**src/rtl/ifu_pkg.sv**
```systemverilog
`default_nettype none
// ============================================================================
// Package  : mips_defs
// Purpose  : Shared encodings for the instruction fetch unit
// Revision : 1.0  initial release
// ============================================================================
package mips_defs;

    localparam logic [1:0]  NPC_SEQ  = 2'b00;
    localparam logic [1:0]  NPC_BR   = 2'b01;
    localparam logic [1:0]  NPC_J    = 2'b10;
    localparam logic [1:0]  NPC_JR   = 2'b11;

    localparam logic [31:0] PC_RESET = 32'h0000_3000;

    typedef enum logic [0:0] {
        ST_RUN  = 1'b0,
        ST_HALT = 1'b1
    } state_e;

endpackage
`default_nettype wire

```
**src/rtl/ifu_if.sv**
```systemverilog
`default_nettype none
// ============================================================================
// Interface : ifu_if
// Purpose   : Instruction-memory read port (word address out, word back)
// Revision  : 1.0  initial release
// ============================================================================
interface ifu_if;
    logic [13:2] IMaddr;
    logic [31:0] IMout;

    modport master (output IMaddr, input  IMout);
    modport slave  (input  IMaddr, output IMout);
endinterface
`default_nettype wire

```
**src/rtl/ifu_npc.sv**
```systemverilog
`default_nettype none
// ============================================================================
// Module   : npc
// Purpose  : Combinational next-PC selection and jal link value
// Revision : 1.0  initial release
// ============================================================================
module npc
    import mips_defs::*;
(
    input  logic [31:0] pc,
    input  logic [1:0]  npc_sel,
    input  logic        br_taken,
    input  logic [15:0] imm16,
    input  logic [25:0] imm26,
    input  logic [31:0] ra_val,
    output logic [31:0] npc,
    output logic [31:0] pc_plus8
);

    logic [31:0] w_pc_plus4;
    logic [31:0] w_br_off;

    assign w_pc_plus4 = pc + 32'd4;
    assign pc_plus8   = pc + 32'd8;
    // Branch offset is relative to the delay-slot address (PC+4)
    assign w_br_off   = {{14{imm16[15]}}, imm16, 2'b00};

    always_comb begin
        npc = w_pc_plus4;
        case (npc_sel)
            NPC_SEQ: npc = w_pc_plus4;
            NPC_BR:  npc = br_taken ? (w_pc_plus4 + w_br_off) : w_pc_plus4;
            NPC_J:   npc = {pc[31:28], imm26, 2'b00};
            NPC_JR:  npc = ra_val;
        endcase
    end

endmodule
`default_nettype wire

```
**src/rtl/ifu.sv**
```systemverilog
`default_nettype none
// ============================================================================
// Module   : ifu
// Purpose  : Instruction fetch unit: PC register, RUN/HALT FSM, fetch range check
// Revision : 1.0  initial release
// ============================================================================
module ifu
    import mips_defs::*;
#(
    parameter logic [31:0] PC_RESET = mips_defs::PC_RESET,
    parameter int          IM_WORDS = 4096
) (
    input  logic         clk,
    input  logic         reset,
    input  logic         en,
    input  logic [1:0]   npc_sel,
    input  logic         br_taken,
    input  logic [15:0]  imm16,
    input  logic [25:0]  imm26,
    input  logic [31:0]  ra_val,
    ifu_if.master        imem,
    output logic [31:0]  instr,
    output logic [31:0]  pc,
    output logic [31:0]  pc_plus8,
    output logic         exc_adel,
    output logic         halted
);

    localparam logic [31:0] C_PC_LAST = PC_RESET + 32'(4 * IM_WORDS - 4);

    state_e      r_state;
    state_e      w_state_next;
    logic [31:0] r_pc;
    logic [31:0] w_pc_next;
    logic        r_exc;
    logic        w_exc_next;
    logic [31:0] w_npc;
    logic [31:0] w_off;
    logic        w_bad;
    logic [17:0] w_unused;

    npc u_npc (
        .pc       (r_pc),
        .npc_sel  (npc_sel),
        .br_taken (br_taken),
        .imm16    (imm16),
        .imm26    (imm26),
        .ra_val   (ra_val),
        .npc      (w_npc),
        .pc_plus8 (pc_plus8)
    );

    assign w_bad = (w_npc[1:0] != 2'b00) || (w_npc < PC_RESET) || (w_npc > C_PC_LAST);

    always_ff @(posedge clk) begin
        if (reset) begin
            r_state <= ST_RUN;
            r_pc    <= PC_RESET;
            r_exc   <= 1'b0;
        end else begin
            r_state <= w_state_next;
            r_pc    <= w_pc_next;
            r_exc   <= w_exc_next;
        end
    end

    // A bad target never reaches the PC; the fetch freezes on the last good one
    always_comb begin
        w_state_next = r_state;
        w_pc_next    = r_pc;
        w_exc_next   = r_exc;
        case (r_state)
            ST_RUN: begin
                if (en) begin
                    if (w_bad) begin
                        w_state_next = ST_HALT;
                        w_exc_next   = 1'b1;
                    end else begin
                        w_pc_next    = w_npc;
                    end
                end
            end
            ST_HALT: begin
                w_state_next = ST_HALT;
            end
            default: begin
                w_state_next = ST_HALT;
            end
        endcase
    end

    assign w_off       = r_pc - PC_RESET;
    assign imem.IMaddr = w_off[13:2];
    assign w_unused    = {w_off[31:14], w_off[1:0]} ^ 18'd0;

    assign pc       = r_pc;
    assign exc_adel = r_exc;
    assign halted   = (r_state == ST_HALT);
    assign instr    = halted ? 32'h0000_0000 : imem.IMout;

endmodule
`default_nettype wire

```
**src/flat_wrapper.sv**
```systemverilog
// flat-port wrapper written by rule: the top's interface ports become plain ports
module ifu_flat import mips_defs::*;
#(
    parameter logic [31:0] PC_RESET = mips_defs::PC_RESET,
    parameter int          IM_WORDS = 4096
)
  (clk, reset, en, npc_sel, br_taken, imm16, imm26, ra_val, instr, pc, pc_plus8, exc_adel, halted, imem_IMaddr, imem_IMout);
  ifu_if imem_i ();
  input  logic clk;
  input  logic reset;
  input  logic en;
  input  logic [1:0] npc_sel;
  input  logic br_taken;
  input  logic [15:0] imm16;
  input  logic [25:0] imm26;
  input  logic [31:0] ra_val;
  output logic [31:0] instr;
  output logic [31:0] pc;
  output logic [31:0] pc_plus8;
  output logic exc_adel;
  output logic halted;
  output wire logic [$bits(imem_i.IMaddr)-1:0] imem_IMaddr;
  input wire logic [$bits(imem_i.IMout)-1:0] imem_IMout;
  assign imem_IMaddr = imem_i.IMaddr;
  assign imem_i.IMout = imem_IMout;
  ifu #(.PC_RESET(PC_RESET), .IM_WORDS(IM_WORDS)) u_core (.clk(clk), .reset(reset), .en(en), .npc_sel(npc_sel), .br_taken(br_taken), .imm16(imm16), .imm26(imm26), .ra_val(ra_val), .imem(imem_i), .instr(instr), .pc(pc), .pc_plus8(pc_plus8), .exc_adel(exc_adel), .halted(halted));
endmodule
```
**config.mk**
```make
export PLATFORM = sky130hd
export DESIGN_NAME = ifu_flat
export DESIGN_NICKNAME = d
export VERILOG_FILES = /design/src/rtl/ifu_pkg.sv /design/src/rtl/ifu_if.sv /design/src/rtl/ifu_npc.sv /design/src/rtl/ifu.sv /design/src/flat_wrapper.sv
export SDC_FILE = /design/constraint.sdc
export NUM_CORES = 1
export LEC_CHECK = 0
export BUFFER_PORTS_ARGS = -buffer_cell sky130_fd_sc_hd__buf_4
export CAP_MARGIN = 20
export CORE_ASPECT_RATIO = 0.6
export CORE_MARGIN = 8
export CORE_UTILIZATION = 54
export DETAILED_ROUTE_END_ITERATION = 8
export MAX_ROUTING_LAYER = met4
export PLACE_DENSITY = 0.89
export SLEW_MARGIN = 20
export SYNTH_ARGS = -nofsm -noshare
export SYNTH_HDL_FRONTEND = slang
export SYNTH_HIERARCHICAL = 1
export SYNTH_SLANG_ARGS = --single-unit
```
**constraint.sdc**
```tcl
create_clock -name clk -period 7.5 [get_ports clk]
set_input_delay 1.5 -clock clk [delete_from_list [all_inputs] [get_ports clk]]
set_output_delay 1.5 -clock clk [all_outputs]
set_load 0.01 [all_outputs]
```
==> results of run 1 <==
-- layout make-up --
class	instances	area [um^2]	share of cell area, %
Clock buffer	5	125	1.83
Tap cell	130	163	2.37
Multi-Input combinational cell	577	4110	59.9
Clock inverter	3	45.0	0.657
Inverter	18	67.6	0.986
Timing Repair Buffer	222	1670	24.3
Sequential cell	34	682	9.95
-- tightest hold or removal path, stage by stage (launching register included) --
cell and delay [ps]:
dfxtp_1 310, inv_1 50, a21oi_1 60
-- placed cells by master (no fill, tap or decap), drive strengths merged, types with 3 or more instances in the layout --
cell,instances
a21oi,61
nor2,50
nor4,6
nand4,13
or3,3
xnor2,45
and3,10
a22o,4
nand2b,4
ha,37
a221o,5
o22ai,3
nand2,59
inv,18
o21a,3
o21ai,44
nor3,9
mux2,3
mux4,11
mux2i,7
a211oi,5
and4,3
o31a,3
dfxtp,34
a21o,15
xor2,37
a31oi,4
a211o,3
nand3,32
o221ai,6
clkbuf,5
and2,25
buf,222
nor2b,39
-- power groups by stage --
| stage | clock network, W | logic (W) | registers (W) |
|---|---|---|---|
| after floorplan | 0 | 0.000109 | 0.000186 |
| after global placement | 0 | 0.000196 | 0.000189 |
| after detailed placement | 0 | 0.000198 | 0.000189 |
| after CTS | 0.000234 | 0.000200 | 0.000186 |
| after global routing | 0.000241 | 0.000218 | 0.000186 |
| final | 0.000233 | 0.000204 | 0.000186 |
-- flip-flops by register name, indices dropped and copies added (netlist names) --
name	cells
u_core/exc_adel	1
u_core/pc	32
u_core/halted	1
-- worst max-delay path by stage --
stage,startpoint,endpoint,slack (ps)
3_3_place_gp,u_core/pc[4],u_core/pc[13],1320
3_5_place_dp,u_core/pc[4],u_core/pc[12],1190
2_1_floorplan,u_core/pc[2],u_core/pc[12],2490
4_1_cts,u_core/pc[4],u_core/pc[12],1130
6_report,u_core/pc[4],u_core/pc[12],920
5_1_grt,u_core/pc[2],u_core/pc[12],510
-- Yosys cell counts (3+ instances only) --
cell,instances
a22o_1,4
nor2_1,50
a21oi_1,57
buf_2,4
nand2b_1,3
mux2_2,3
nor3_1,6
mux4_2,11
nor4_1,6
o21ai_1,6
and3_1,10
and2_1,25
o221ai_1,6
xor2_1,37
o22ai_1,3
nand2_1,59
a21o_1,13
a221o_1,5
nor2b_1,39
a211o_1,3
dfxtp_1,34
xnor2_1,44
nand3_1,31
ha_1,37
a21oi_2,4
buf_4,15
inv_1,18
o21ai_0,38
mux2i_1,7
nand4_1,13
a31oi_1,3
nor3_2,3
o31a_1,3
buf_1,3
o21a_1,3
a211oi_1,3
clkbuf_1,27
-- cell families (layout without fill, tap and decap cells) --
kind of cell	after synthesis	in the layout	share of synthesized area, %
simple gates	260	260	26.3
buf+inv	71	248	7.00
flops	34	34	13.2
fa+ha+maj	38	38	9.38
xor+xnor	82	82	14.1
compound gates	176	176	23.1
mux	21	21	6.83
-- routing by layer --
layer,part of all wire [%],track usage [%],vias up
li1,-,-,2778
met1,42,42.4,2870
met2,44,49.5,444
met3,13,9.16,42
met4,1.7,3.91,0
met5,0,-,-
-- metrics by stage --
step | utilization, % | std cells | instance area, um^2
2_1_floorplan | - | 682 | 5150
3_3_place_gp | 72.5 | 981 | 6680
3_5_place_dp | 72.5 | 981 | 6680
4_1_cts | 74.3 | 989 | 6850
5_1_grt | 74.3 | 989 | 6860
6_report | 74.3 | 989 | 6860
==> flow_summary.yaml, run 1 <==
timing:
  holdWs_ps: 481
  hold_violations: 0
  rsz0062_at_grt: "false"
  layout_setup_ws_ps: 920
  timing.fmax_mhz: 152
  finalSetupViolCount: 0
  finalSetupTns_ps: 0
  finalCritPeriodShare_pct: 87.7
  min_period_ps: 6580
  skew_ps: 5.74
  slew_violations: 0
  slew_headroom_pct: 35.7
  worst_pin_slew_ps: 956
pwr:
  p_comb_share_pct: 32.8
  p_leak_nw: 3.21
  p_per_area_nw_per_um2: 90.8
  p_sw_w: 0.000183
  pwr-share-clk_pct: 37.4
  seq_power_share_pct: 29.8
  netSwitchingFraction_pct: 29.4
  irDropWorstVdd_v: 0.000155
  power.total_w: 0.000623
  internal_power_w: 0.000439
global_route:
  grt_usage_pct: 32.3
  grt_pass1_vias: 5855
  grt_pass1_wl_um: 32800
  grt_antenna_before_repair: 0
  overflow: 0
  grt_max_degree: 44
critical_path:
  crit_path_top_delay_cell: "or4_1"
  worstSetupEndpointType: "flip-flop"
  max_stage_delay_ps: 670
  r2r_start: "u_core/pc[4]"
  crit_type: "reg2reg"
  worstPathRequired_ps: 7660
  cp.arrival_ps: 6740
  reg2regPathDepth: 21
  critPathTopFamily: "simple AND/OR/NAND/NOR gates"
  path_depth: 21
  path_cells: "ha_1, nand3_2, nor3_1, and2_1, and3_1, nand2_1, xnor2_1, ha_1, nand2_1, nor3_2, a21o_1, a21oi_1, a211oi_2, nor3_2, xor2_1, a21oi_1, mux4_2, nor4_1, nand4_1, or4_1, o31a_1"
  start_kind: "flip-flop"
  crit_buf_inv: 0
  path_max_fanout: 14
  r2r-end: "u_core/pc[12]"
  rrSetupSlack_ps: 920
outcome:
  status: "finished, final reports clean"
synth:
  synth_ff_type: "dfxtp_1"
  synth.distinct_cells: 70
  synth.area.top_cells: "dfxtp_1 13%, ha_1 9.0%, xnor2_1 7.5%"
  ys.warnings.count: 6
  yosysTopAreaCellShare_pct: 13.2
  async_flop_share_pct: 0
  syn_avg_cell_area_um2: 7.55
  synth_nets: 832
  syn_area_um2: 5150
  synth-seq-area-share_pct: 13.2
  syn_inst: 682
  synth_edf_count: 0
  yosys.area.top_type: "dfxtp_1"
  ys_ff_latch: 34
placed_design:
  place_ws_ps: 1190
  gp_congestion: 1.00
  port_buffers: 221
  post-dp-hpwl_um: 17400
die:
  start_util_pct: 55.8
  die-area_um2: 13000
  num_rows: 27
  die_h_um: 91.6
  floorplan.core_area_um2: 9220
  dieWidth_um: 142
  ios: 222
clock_tree:
  cts_tree: "done"
  cts_max_path_buffers: 2
  cts_inserted_buffers: 5
  clock_latency_ps: 280
  cts-resized-gates: 0
  htreeDepth: 2
  cts_setup_buffers: 0
  cts.sinks: 34
  root_buffer: "clkbuf_16"
  hold_buffers: 0
  clkTransAtPathRegs_ps: 60
flow_run:
  max_cap_viol_count: 0
final_layout:
  area_growth_pct: 33.2
  fill_cells: 717
  antenna_cells: 0
  layout-drive-gt1-share_pct: 31.4
  fin_nets: 1008
route:
  wl_per_cell_um: 21.8
  ant_nets: 0
  dr.pass1.iters: 5
  viasPerCell: 6.20
  num_vias: 6134
  drc: 0
  drt-initial-drc-count: 839
  wirelength_um: 21600
worst_hold_path:
  worst_hold_path_type: "reg2reg"
  min_path_cells: 2
  min_to: "u_core/exc_adel"
  hold_start: "u_core/exc_adel"
Note: power is estimated with default switching activity, not from simulation.
==> run 2, diff against run 1 <==
--- a/config.mk
+++ b/config.mk
@@ -7,12 +7,14 @@
 export LEC_CHECK = 0
 export BUFFER_PORTS_ARGS = -buffer_cell sky130_fd_sc_hd__buf_4
 export CAP_MARGIN = 20
+export CELL_PAD_IN_SITES_DETAIL_PLACEMENT = 1
+export CELL_PAD_IN_SITES_GLOBAL_PLACEMENT = 2
 export CORE_ASPECT_RATIO = 0.6
 export CORE_MARGIN = 8
-export CORE_UTILIZATION = 54
+export CORE_UTILIZATION = 28
 export DETAILED_ROUTE_END_ITERATION = 8
 export MAX_ROUTING_LAYER = met4
-export PLACE_DENSITY = 0.89
+export PLACE_DENSITY_LB_ADDON = 0.1
 export SLEW_MARGIN = 20
 export SYNTH_ARGS = -nofsm -noshare
 export SYNTH_HDL_FRONTEND = slang
==> flow_summary.yaml, run 2 (synthesized netlist as in run 1, its figures left out) <==
outcome:
  status: "finished, final reports clean"
critical_path:
  worstPathRequired_ps: 7650
  critPathTopFamily: "simple AND/OR/NAND/NOR gates"
  r2r-end: "u_core/pc[12]"
  reg2regPathDepth: 19
  startpoint: "u_core/pc[3]"
  path_max_fanout: 14
  max_stage_delay_ps: 670
  crit_path_end: "u_core/pc[12]"
  crit_type: "reg2reg"
  start_kind: "flip-flop"
  cp.arrival_ps: 6520
  path_cells: "ha_1, nand3_1, or2_1, nor3_2, nand3_1, xnor2_1, ha_1, and2_1, a41oi_1, and3_1, a211oi_2, nor3_2, xor2_1, a21oi_1, mux4_2, nor4_1, nand4_1, or4_1, o31a_1"
  r2r_start: "u_core/pc[3]"
  worstSetupEndpointType: "flip-flop"
  rrSetupSlack_ps: 1140
  crit_buf_inv: 0
  crit_path_top_delay_cell: "or4_1"
  path_depth: 19
pwr:
  irDropWorstVdd_v: 0.0000750
  p_leak_nw: 3.23
  p_per_area_nw_per_um2: 88.5
  power.total_w: 0.000620
timing:
  timing.fmax_mhz: 157
  rsz0062_at_grt: "false"
  finalCritPeriodShare_pct: 84.8
  finalSetupViolCount: 0
  slew_headroom_pct: 39.2
  slew_violations: 0
  worst_pin_slew_ps: 910
  holdWs_ps: 479
  min_period_ps: 6360
  skew_ps: 6.30
  hold_violations: 0
  finalSetupTns_ps: 0
route:
  drc: 0
  dr.pass1.iters: 5
  viasPerCell: 5.38
  wirelength_um: 24600
  num_vias: 5927
  ant_nets: 0
  wl_per_cell_um: 22.3
  drt-initial-drc-count: 382
final_layout:
  area_growth_pct: 36.0
  antenna_cells: 0
  largest_register_ffs: 32
  layout-drive-gt1-share_pct: 31.4
  utilization_pct: 38.8
  final_common_cell: "buf_4"
  fin_nets: 1010
  fill_cells: 2250
  final_cell_mix: "224 x buf_4, 59 x nand2_1, 57 x a21oi_1"
clock_tree:
  cts_setup_buffers: 0
  htreeDepth: 2
  clock_latency_ps: 270
  cts-resized-gates: 0
  cts_inserted_buffers: 5
  root_buffer: "clkbuf_16"
  hold_buffers: 0
  cts_tree: "done"
  cts_max_path_buffers: 2
  clkTransAtPathRegs_ps: 50
  cts.sinks: 34
global_route:
  overflow: 0
  grt_max_degree: 44
  grt_antenna_before_repair: 1
  grt_pass1_vias: 6231
  grt_usage_pct: 21.0
  grt_pass1_wl_um: 37000
placed_design:
  port_buffers: 221
  post-dp-hpwl_um: 20900
  gp_congestion: 0.915
die:
  start_util_pct: 28.6
  ios: 222
  dieWidth_um: 191
  floorplan.core_area_um2: 18000
  die-area_um2: 23100
  num_rows: 38
  die_h_um: 121
worst_hold_path:
  worst_hold_path_type: "reg2reg"
flow_run:
  max_cap_viol_count: 0
==> run 2: cell type report <==
type	instances	area, um^2	share of cell area, %
Multi-Input combinational cell	577	4110	58.7
Timing Repair Buffer	224	1680	24.0
Sequential cell	34	682	9.74
Tap cell	240	300	4.29
Clock buffer	7	133	1.89
Inverter	18	67.6	0.965
Clock inverter	1	30.0	0.429
==> run 2: how the worst min path moves through the flow <==
stage	depth (start not counted)	start	endpoint
6_report	2	u_core/exc_adel	u_core/exc_adel
5_1_grt	2	u_core/exc_adel	u_core/exc_adel
3_5_place_dp	2	u_core/exc_adel	u_core/exc_adel
3_3_place_gp	2	u_core/exc_adel	u_core/exc_adel
2_1_floorplan	2	u_core/exc_adel	u_core/exc_adel
4_1_cts	2	u_core/exc_adel	u_core/exc_adel
==> run 2: worst min-delay path, delay by kind of cell, from the launching register on <==
kind / cells / cell delay, ps
compound gates: 1 / 60
buf+inv: 1 / 50
flops: 1 / 320
==> run 2: routing by layer <==
| layer | part of all wire (%) | global-route usage, % |
|---|---|---|
| met1 | 49 | 30.0 |
| met2 | 43 | 30.9 |
| met3 | 7.0 | 3.50 |
| met4 | 0.84 | 3.19 |
| met5 | 0 | - |
==> run 2: where the power goes <==
| group | leakage, nW | total [W] | switching (W) | internal (W) |
|---|---|---|---|---|
| Clock | 0.0781 | 0.000229 | 0.0000720 | 0.000157 |
| Combinational | 2.87 | 0.000205 | 0.000103 | 0.000102 |
| Sequential | 0.275 | 0.000186 | 0.00000409 | 0.000182 |
| Total | 3.23 | 0.000620 | 0.000179 | 0.000440 |
==> run 2: per-stage QoR <==
step           worst slack, ps  std cells  cell area (um^2)
5_1_grt                    659       1101              7000
3_3_place_gp              1300       1093              6840
3_5_place_dp              1260       1093              6840
4_1_cts                   1230       1101              7000
2_1_floorplan             2490        682              5150
6_report                  1140       1101              7000
